`src/rtl/mem_port_arbiter_if.sv`:
```
// Shared memory port bundle: one request/ack transaction channel between the
// fetch/data arbiter (master) and the memory system (slave).
interface mem_port_arbiter_if #(
    parameter int ADDR_WIDTH = 32,
    parameter int DATA_WIDTH = 32
);
    logic                  memReq;
    logic                  memWe;
    logic [ADDR_WIDTH-1:0] memAddr;
    logic [DATA_WIDTH-1:0] memWData;
    logic                  memAck;
    logic [DATA_WIDTH-1:0] memRData;

    modport master (
        output memReq, memWe, memAddr, memWData,
        input  memAck, memRData
    );

    modport slave (
        input  memReq, memWe, memAddr, memWData,
        output memAck, memRData
    );
endinterface

```
`src/rtl/mem_port_arbiter.sv`:
```
// Arbitrates the single memory port between instruction fetch and M-stage data
// access, keeps a one-entry tagged instruction buffer and raises pipeline stalls.
module mem_port_arbiter #(
    parameter int ADDR_WIDTH = 32,
    parameter int DATA_WIDTH = 32
) (
    input  logic                  clk,
    input  logic                  rst_n,
    input  logic [ADDR_WIDTH-1:0] i_PCF,
    input  logic                  i_MemReadM,
    input  logic                  i_MemWriteM,
    input  logic [ADDR_WIDTH-1:0] i_ALUOutM,
    input  logic [DATA_WIDTH-1:0] i_WriteDataM,
    output logic [DATA_WIDTH-1:0] o_InstrF,
    output logic                  o_InstrValid,
    output logic [DATA_WIDTH-1:0] o_ReadDataM,
    output logic                  o_StallIF,
    output logic                  o_StallMem,
    mem_port_arbiter_if.master    mem
);

    typedef enum logic [1:0] {
        IDLE  = 2'd0,
        DATA  = 2'd1,
        INSTR = 2'd2
    } state_t;

    state_t                state_r;
    state_t                nextState_s;
    logic                  memReq_r;
    logic                  memWe_r;
    logic [ADDR_WIDTH-1:0] memAddr_r;
    logic [DATA_WIDTH-1:0] memWData_r;
    logic                  nextReq_s;
    logic                  nextWe_s;
    logic [ADDR_WIDTH-1:0] nextAddr_s;
    logic [DATA_WIDTH-1:0] nextWData_s;

    logic                  bufValid_r;
    logic [ADDR_WIDTH-1:0] bufTag_r;
    logic [DATA_WIDTH-1:0] bufData_r;

    logic                  dpend_s;
    logic                  hit_s;
    logic                  dataAck_s;
    logic                  fetchAck_s;

    assign dpend_s    = i_MemReadM | i_MemWriteM;
    assign hit_s      = bufValid_r & (bufTag_r == i_PCF);
    assign dataAck_s  = (state_r == DATA) & mem.memAck;
    // Bypass only if the completing fetch is still for the current PC (redirects miss here).
    assign fetchAck_s = (state_r == INSTR) & mem.memAck & (memAddr_r == i_PCF);

    assign o_StallMem   = dpend_s & ~dataAck_s;
    assign o_StallIF    = ~hit_s & ~fetchAck_s;
    assign o_InstrValid = ~o_StallIF;
    assign o_InstrF     = hit_s ? bufData_r : mem.memRData;
    assign o_ReadDataM  = mem.memRData;

    assign mem.memReq   = memReq_r;
    assign mem.memWe    = memWe_r;
    assign mem.memAddr  = memAddr_r;
    assign mem.memWData = memWData_r;

    // Next-state and next request-register decode; data access has priority over fetch.
    always_comb begin
        nextState_s = state_r;
        nextReq_s   = memReq_r;
        nextWe_s    = memWe_r;
        nextAddr_s  = memAddr_r;
        nextWData_s = memWData_r;
        case (state_r)
            IDLE: begin
                if (dpend_s) begin
                    nextState_s = DATA;
                    nextReq_s   = 1'b1;
                    nextWe_s    = i_MemWriteM;
                    nextAddr_s  = i_ALUOutM;
                    nextWData_s = i_WriteDataM;
                end else if (!hit_s) begin
                    nextState_s = INSTR;
                    nextReq_s   = 1'b1;
                    nextWe_s    = 1'b0;
                    nextAddr_s  = i_PCF;
                end else begin
                    nextState_s = IDLE;
                    nextReq_s   = 1'b0;
                end
            end
            DATA, INSTR: begin
                if (mem.memAck) begin
                    nextState_s = IDLE;
                    nextReq_s   = 1'b0;
                end else begin
                    nextState_s = state_r;
                    nextReq_s   = 1'b1;
                end
            end
            default: begin
                nextState_s = IDLE;
                nextReq_s   = 1'b0;
            end
        endcase
    end

    // State and registered memory-port outputs.
    always_ff @(posedge clk or negedge rst_n) begin
        if (!rst_n) begin
            state_r    <= IDLE;
            memReq_r   <= 1'b0;
            memWe_r    <= 1'b0;
            memAddr_r  <= {ADDR_WIDTH{1'b0}};
            memWData_r <= {DATA_WIDTH{1'b0}};
        end else begin
            state_r    <= nextState_s;
            memReq_r   <= nextReq_s;
            memWe_r    <= nextWe_s;
            memAddr_r  <= nextAddr_s;
            memWData_r <= nextWData_s;
        end
    end

    // Instruction buffer: filled by fetch completion, invalidated by a store to its tag.
    always_ff @(posedge clk or negedge rst_n) begin
        if (!rst_n) begin
            bufValid_r <= 1'b0;
            bufTag_r   <= {ADDR_WIDTH{1'b0}};
            bufData_r  <= {DATA_WIDTH{1'b0}};
        end else if ((state_r == INSTR) && mem.memAck) begin
            bufValid_r <= 1'b1;
            bufTag_r   <= memAddr_r;
            bufData_r  <= mem.memRData;
        end else if (dataAck_s && memWe_r && (memAddr_r == bufTag_r)) begin
            bufValid_r <= 1'b0;
        end
    end

endmodule

```
`src/flat_wrapper.sv`:
```
// flat-port wrapper written by rule: the top's interface ports become plain ports
module mem_port_arbiter_flat 
#(
    parameter int ADDR_WIDTH = 32,
    parameter int DATA_WIDTH = 32
)
  (clk, rst_n, i_PCF, i_MemReadM, i_MemWriteM, i_ALUOutM, i_WriteDataM, o_InstrF, o_InstrValid, o_ReadDataM, o_StallIF, o_StallMem, mem_memReq, mem_memWe, mem_memAddr, mem_memWData, mem_memAck, mem_memRData);
  mem_port_arbiter_if #(.ADDR_WIDTH(ADDR_WIDTH), .DATA_WIDTH(DATA_WIDTH)) mem_i ();
  input  logic clk;
  input  logic rst_n;
  input  logic [ADDR_WIDTH-1:0] i_PCF;
  input  logic i_MemReadM;
  input  logic i_MemWriteM;
  input  logic [ADDR_WIDTH-1:0] i_ALUOutM;
  input  logic [DATA_WIDTH-1:0] i_WriteDataM;
  output logic [DATA_WIDTH-1:0] o_InstrF;
  output logic o_InstrValid;
  output logic [DATA_WIDTH-1:0] o_ReadDataM;
  output logic o_StallIF;
  output logic o_StallMem;
  output wire logic [$bits(mem_i.memReq)-1:0] mem_memReq;
  output wire logic [$bits(mem_i.memWe)-1:0] mem_memWe;
  output wire logic [$bits(mem_i.memAddr)-1:0] mem_memAddr;
  output wire logic [$bits(mem_i.memWData)-1:0] mem_memWData;
  input wire logic [$bits(mem_i.memAck)-1:0] mem_memAck;
  input wire logic [$bits(mem_i.memRData)-1:0] mem_memRData;
  assign mem_memReq = mem_i.memReq;
  assign mem_memWe = mem_i.memWe;
  assign mem_memAddr = mem_i.memAddr;
  assign mem_memWData = mem_i.memWData;
  assign mem_i.memAck = mem_memAck;
  assign mem_i.memRData = mem_memRData;
  mem_port_arbiter #(.ADDR_WIDTH(ADDR_WIDTH), .DATA_WIDTH(DATA_WIDTH)) u_core (.clk(clk), .rst_n(rst_n), .i_PCF(i_PCF), .i_MemReadM(i_MemReadM), .i_MemWriteM(i_MemWriteM), .i_ALUOutM(i_ALUOutM), .i_WriteDataM(i_WriteDataM), .o_InstrF(o_InstrF), .o_InstrValid(o_InstrValid), .o_ReadDataM(o_ReadDataM), .o_StallIF(o_StallIF), .o_StallMem(o_StallMem), .mem(mem_i));
endmodule
```
`config.mk`:
```
export PLATFORM = sky130hd
export DESIGN_NAME = mem_port_arbiter_flat
export DESIGN_NICKNAME = d
export VERILOG_FILES = /design/src/rtl/mem_port_arbiter_if.sv /design/src/rtl/mem_port_arbiter.sv /design/src/flat_wrapper.sv
export SDC_FILE = /design/constraint.sdc
export NUM_CORES = 1
export LEC_CHECK = 0
export CAP_MARGIN = 20
export CORE_MARGIN = 1.5
export CORE_UTILIZATION = 49
export DETAILED_ROUTE_END_ITERATION = 12
export PLACE_DENSITY_LB_ADDON = 0.12
export SYNTH_ARGS = -nofsm -noshare
export SYNTH_HDL_FRONTEND = slang
export SYNTH_SLANG_ARGS = --single-unit
```
`constraint.sdc`:
```
create_clock -name clk -period 6.04 [get_ports clk]
set_input_delay 1.208 -clock clk [delete_from_list [all_inputs] [get_ports clk]]
set_output_delay 1.208 -clock clk [all_outputs]
set_load 0.01 [all_outputs]
```
==> results list, run 1 <==
- Final clock period utilization by the worst path: between 90 and 100%
- Max-slew headroom: 32.5%
- Total count of max-transition violations in the final report: 0
- Synthesis instantiated 30 different standard cells from the library.
- For this design, the CTS-stage hold fixing added 0 buffers.
* # setup viols final: 0
- The number of global-route vias before repair was between 6000 and 7000.
* Maximum count of clock buffers along a single path: 2
- In the final routed layout, each cell accounts on average for 18.7 um.
- Crit Reg-Reg Startpoint: u_core.bufTag_r[18]$_DFFE_PN0P_
* Startpoint kind of the worst setup timing path: input pin
* Static Leak: roughly 4.4 nW
- The floorplan has 43 rows.
- The first routing iteration left ~300 violations.
- At the later pin of the worst-skew pair, clock insertion delay measures roughly 0.42 ns.
- TritonCTS built the clock tree.
- R2R Setup Slk: approximately 3.1 ns
- At the end of routability-driven placement, the weighted congestion stood at about 0.84.
- Critical path endpoint: o_InstrF[7]
* Unrepaired setup endpoints after global routing: false
- Peak supply drop: just under 300 uV
- GRT Overall Usage: a little over a quarter
- Nets@finish: a little over 1000
- Counting flops and latches in the post-synthesis netlist gives between 100 and 150.
- For this configuration, the core starts out at a cell density of roughly 51%.
* Core box area: 14000 um^2
- Across the whole layout, storage elements account for ~3300 um^2.
* Time the worst path needs with I/O delays and setup: 5.54 ns
- Max-cap violations in this run came to 0.
- The number of gates resized after CTS was 0.
- Using the TritonRoute via totals, the vias-per-cell ratio works out to 5.34.
* Pin count of the biggest net entering global routing: 98
* TritonCTS Buffers: 17
* Required time of the worst setup path: roughly 4.8 ns
- Overall overflow remaining after global route: 0
* Sequential area share after synthesis: between 40% and 50%
- Footprint of the multi-input gates: between 3000 and 4000 um^2
- The critical path starts at i_PCF[18].
* Root buffer selected by CTS: sky130_fd_sc_hd__clkbuf_16
- Detailed-placement wirelength estimate: approximately 14 mm
- The count of final hold-check violations came to 0.
- Post-CTS timing repair inserted 0 buffers for setup.
- Clk sink count: about 130
* Gate count of the mapped netlist: roughly 640
- Max FO, Critical Path: 48
* Cell count after placement: about 1000
- Based on the critical path, the design can be clocked at up to 180 MHz.
- For this design the ratio of total power to cell area is between 400 and 500 nW/um^2.
- Final non-filler cell total: 1061
- Antenna cells: 0
- Vertical die dimension: 124 um
* Worst slew pin tran: approximately 1.0 ns
- Critical Path AT: ~4.3 ns
* Fraction of layout instances using a drive strength above 1: 18.7%
- Buffers added on ports: between 200 and 300
- Total iterations of the first detailed-routing run: 4
- Area of the die: ~15000 um^2
* Critical path endpoint category: output pin
- Total wire length after detailed routing: roughly 20 mm
* Capture instance of the worst register-to-register path: u_core.mem.memAddr[0]$_DFFE_PN0P_
- Synthesized cell area: ~7100 um^2
* R2r worst-path depth: 6
* H-tree levels: 4
- After filler insertion, the fill cell instance count of the layout stands at just under 1000.
- Final TNS setup: 0 ns
- Area added between synthesis and finish: 43.5%
* First-pass GRT wire length: 30.5 mm
- A synthesized cell averages between 10 and 15 um^2.
* Syn. warnings: 0
* IO Pins: 266
- The worst setup path is of the in -> out kind.
- Synthesized netlist net count: 779
- Once detail routing completed, the nets flagged for antenna violations numbered 0.
- On the final layout, the worst clock skew is just over 0.01 ns.
* Overall via count from detail_route: ~5700
* Remaining DRCs: 0
* Min-Delay Path Class: reg -> reg
- Result of the run: completed
- X dimension of the die: 124 um
* Post-CTS clock slew at the launch and capture registers of the worst setup and hold paths: roughly 0.05 ns
- The initial antenna violation count was 0.
==> flip-flops by register name (all words and copies together) (netlist names) <==
signal	count
u_core.mem.memAddr	32
u_core.mem.memReq	1
u_core.bufTag_r	32
u_core.mem.memWData	32
u_core.state_r	2
u_core.bufData_r	32
u_core.bufValid_r	1
u_core.mem.memWe	1
==> logic make-up (layout without fill, tap and decap cells) <==
logic type / count (synthesis) / count (layout) / share of synthesized area [%]
xor gates and xnor gates: 96 / 96 / 11.8
adders and majority gates: 4 / 4 / 0.702
buffers and inverters: 98 / 337 / 7.37
DFF: 133 / 133 / 46.7
AOI/OAI and AO/OA: 73 / 73 / 9.48
muxes: 97 / 97 / 15.3
and+or+nand+nor: 141 / 141 / 8.67
==> power by group <==
group	switching (mW)	total, mW	leakage (nW)	internal, mW
clock network	0.374	0.952	0.271	0.578
logic	0.936	2.05	2.57	1.11
registers	0.397	1.73	1.58	1.33
==> routing by layer <==
metal / vias up / part of all wire (%) / GRT usage [%]
li1: 2626 / - / -
met1: 2790 / 39 / 31.5
met2: 233 / 50 / 44.8
met3: 20 / 9.2 / 9.43
met4: 0 / 1.4 / 8.84
met5: - / 0 / 0
==> final cells by class <==
type	instances	area share (%)
Sequential cell	133	32.5
Multi-Input combinational cell	411	32.3
Timing Repair Buffer	271	26.4
Clock buffer	20	4.47
Tap cell	180	2.20
Inverter	35	1.28
Clock inverter	11	0.832
==> layout by cell type (no fill, tap or decap), drive strengths merged, types with 2 or more instances in the layout <==
cell type / instances
a21oi: 2
a221oi: 32
buf: 7
clkbuf: 20
clkdlybuf4s50: 264
clkinv: 8
clkinvlp: 2
dfrtp: 133
ha: 4
inv: 35
mux2: 96
nand2: 38
nand3: 4
nand4: 8
nor2: 65
nor3: 3
nor4: 17
o21ai: 34
o31ai: 3
or4: 2
xnor2: 21
xor2: 75
==> critical path: stages <==
cell	delay (ns)
sky130_fd_sc_hd__clkdlybuf4s50_1	0.48
sky130_fd_sc_hd__xor2_1	0.20
sky130_fd_sc_hd__nor4_1	0.52
sky130_fd_sc_hd__nand4_1	0.30
sky130_fd_sc_hd__or3_4	0.70
sky130_fd_sc_hd__mux2_2	0.34
sky130_fd_sc_hd__clkdlybuf4s50_1	0.55
==> metrics by stage <==
| step | worst slack, ns | power, mW | util, % | area, um^2 | hold slack, ns |
|---|---|---|---|---|---|
| after global placement | 0.575 | 3.71 | 69.0 | 9690 | 0.484 |
| after global routing | 0.404 | 5.03 | 72.8 | 10200 | 0.511 |
| after CTS | 0.472 | 4.76 | 72.8 | 10200 | 0.506 |
| after floorplan | 2.10 | 2.82 | - | 7130 | 0.462 |
| final | 0.495 | 4.73 | 72.8 | 10200 | 0.501 |
| after detailed placement | 0.478 | 3.78 | 69.0 | 9690 | 0.491 |
==> synthesized netlist by cell type <==
cell type                  count  area, um^2
sky130_fd_sc_hd__a21oi_1       2        10.0
sky130_fd_sc_hd__a221oi_1      5        43.8
sky130_fd_sc_hd__a221oi_2     27         405
sky130_fd_sc_hd__buf_1         2        7.51
sky130_fd_sc_hd__buf_2         6        30.0
sky130_fd_sc_hd__buf_4        32         240
sky130_fd_sc_hd__buf_6         4        45.0
sky130_fd_sc_hd__clkbuf_1     19        71.3
sky130_fd_sc_hd__dfrtp_1     133        3330
sky130_fd_sc_hd__ha_1          4        50.1
sky130_fd_sc_hd__inv_1        35         131
sky130_fd_sc_hd__mux2_2       96        1080
sky130_fd_sc_hd__mux2i_1       1        10.0
sky130_fd_sc_hd__nand2_1      38         143
sky130_fd_sc_hd__nand2b_1      1        6.26
sky130_fd_sc_hd__nand3_1       4        20.0
sky130_fd_sc_hd__nand4_1       8        50.1
sky130_fd_sc_hd__nor2_1       65         244
sky130_fd_sc_hd__nor2b_1       1        6.26
sky130_fd_sc_hd__nor3_1        3        15.0
sky130_fd_sc_hd__nor4_1       17         106
sky130_fd_sc_hd__o21a_1        1        7.51
sky130_fd_sc_hd__o21ai_0      34         170
sky130_fd_sc_hd__o31ai_1       3        22.5
sky130_fd_sc_hd__o41ai_2       1        16.3
sky130_fd_sc_hd__or2_2         1        6.26
sky130_fd_sc_hd__or3_1         1        6.26
sky130_fd_sc_hd__or4_1         2        15.0
sky130_fd_sc_hd__xnor2_1      21         184
sky130_fd_sc_hd__xor2_1       75         657
==> worst min path at each step <==
stage,startpoint,to,depth (start not counted)
final,u_core.bufData_r[1]$_DFFE_PN0P_,u_core.bufData_r[1]$_DFFE_PN0P_,1
after CTS,u_core.bufData_r[2]$_DFFE_PN0P_,u_core.bufData_r[2]$_DFFE_PN0P_,1
after global placement,u_core.bufData_r[0]$_DFFE_PN0P_,u_core.bufData_r[0]$_DFFE_PN0P_,1
after global routing,u_core.bufData_r[1]$_DFFE_PN0P_,u_core.bufData_r[1]$_DFFE_PN0P_,1
after detailed placement,u_core.bufData_r[29]$_DFFE_PN0P_,u_core.bufData_r[29]$_DFFE_PN0P_,1
after floorplan,u_core.bufValid_r$_DFFE_PN0P_,u_core.bufValid_r$_DFFE_PN0P_,2
Note: power is estimated with default switching activity, not from simulation.
==> inputs of run 2 (changes only) <==
--- a/config.mk
+++ b/config.mk
@@ -5,10 +5,10 @@
 export SDC_FILE = /design/constraint.sdc
 export NUM_CORES = 1
 export LEC_CHECK = 0
-export CAP_MARGIN = 20
 export CORE_MARGIN = 1.5
 export CORE_UTILIZATION = 49
 export DETAILED_ROUTE_END_ITERATION = 12
+export GPL_TIMING_DRIVEN = 1
 export PLACE_DENSITY_LB_ADDON = 0.12
 export SYNTH_ARGS = -nofsm -noshare
 export SYNTH_HDL_FRONTEND = slang
==> results of run 2 <==
Final layout, timing and power as in run 1 (identical DEF).
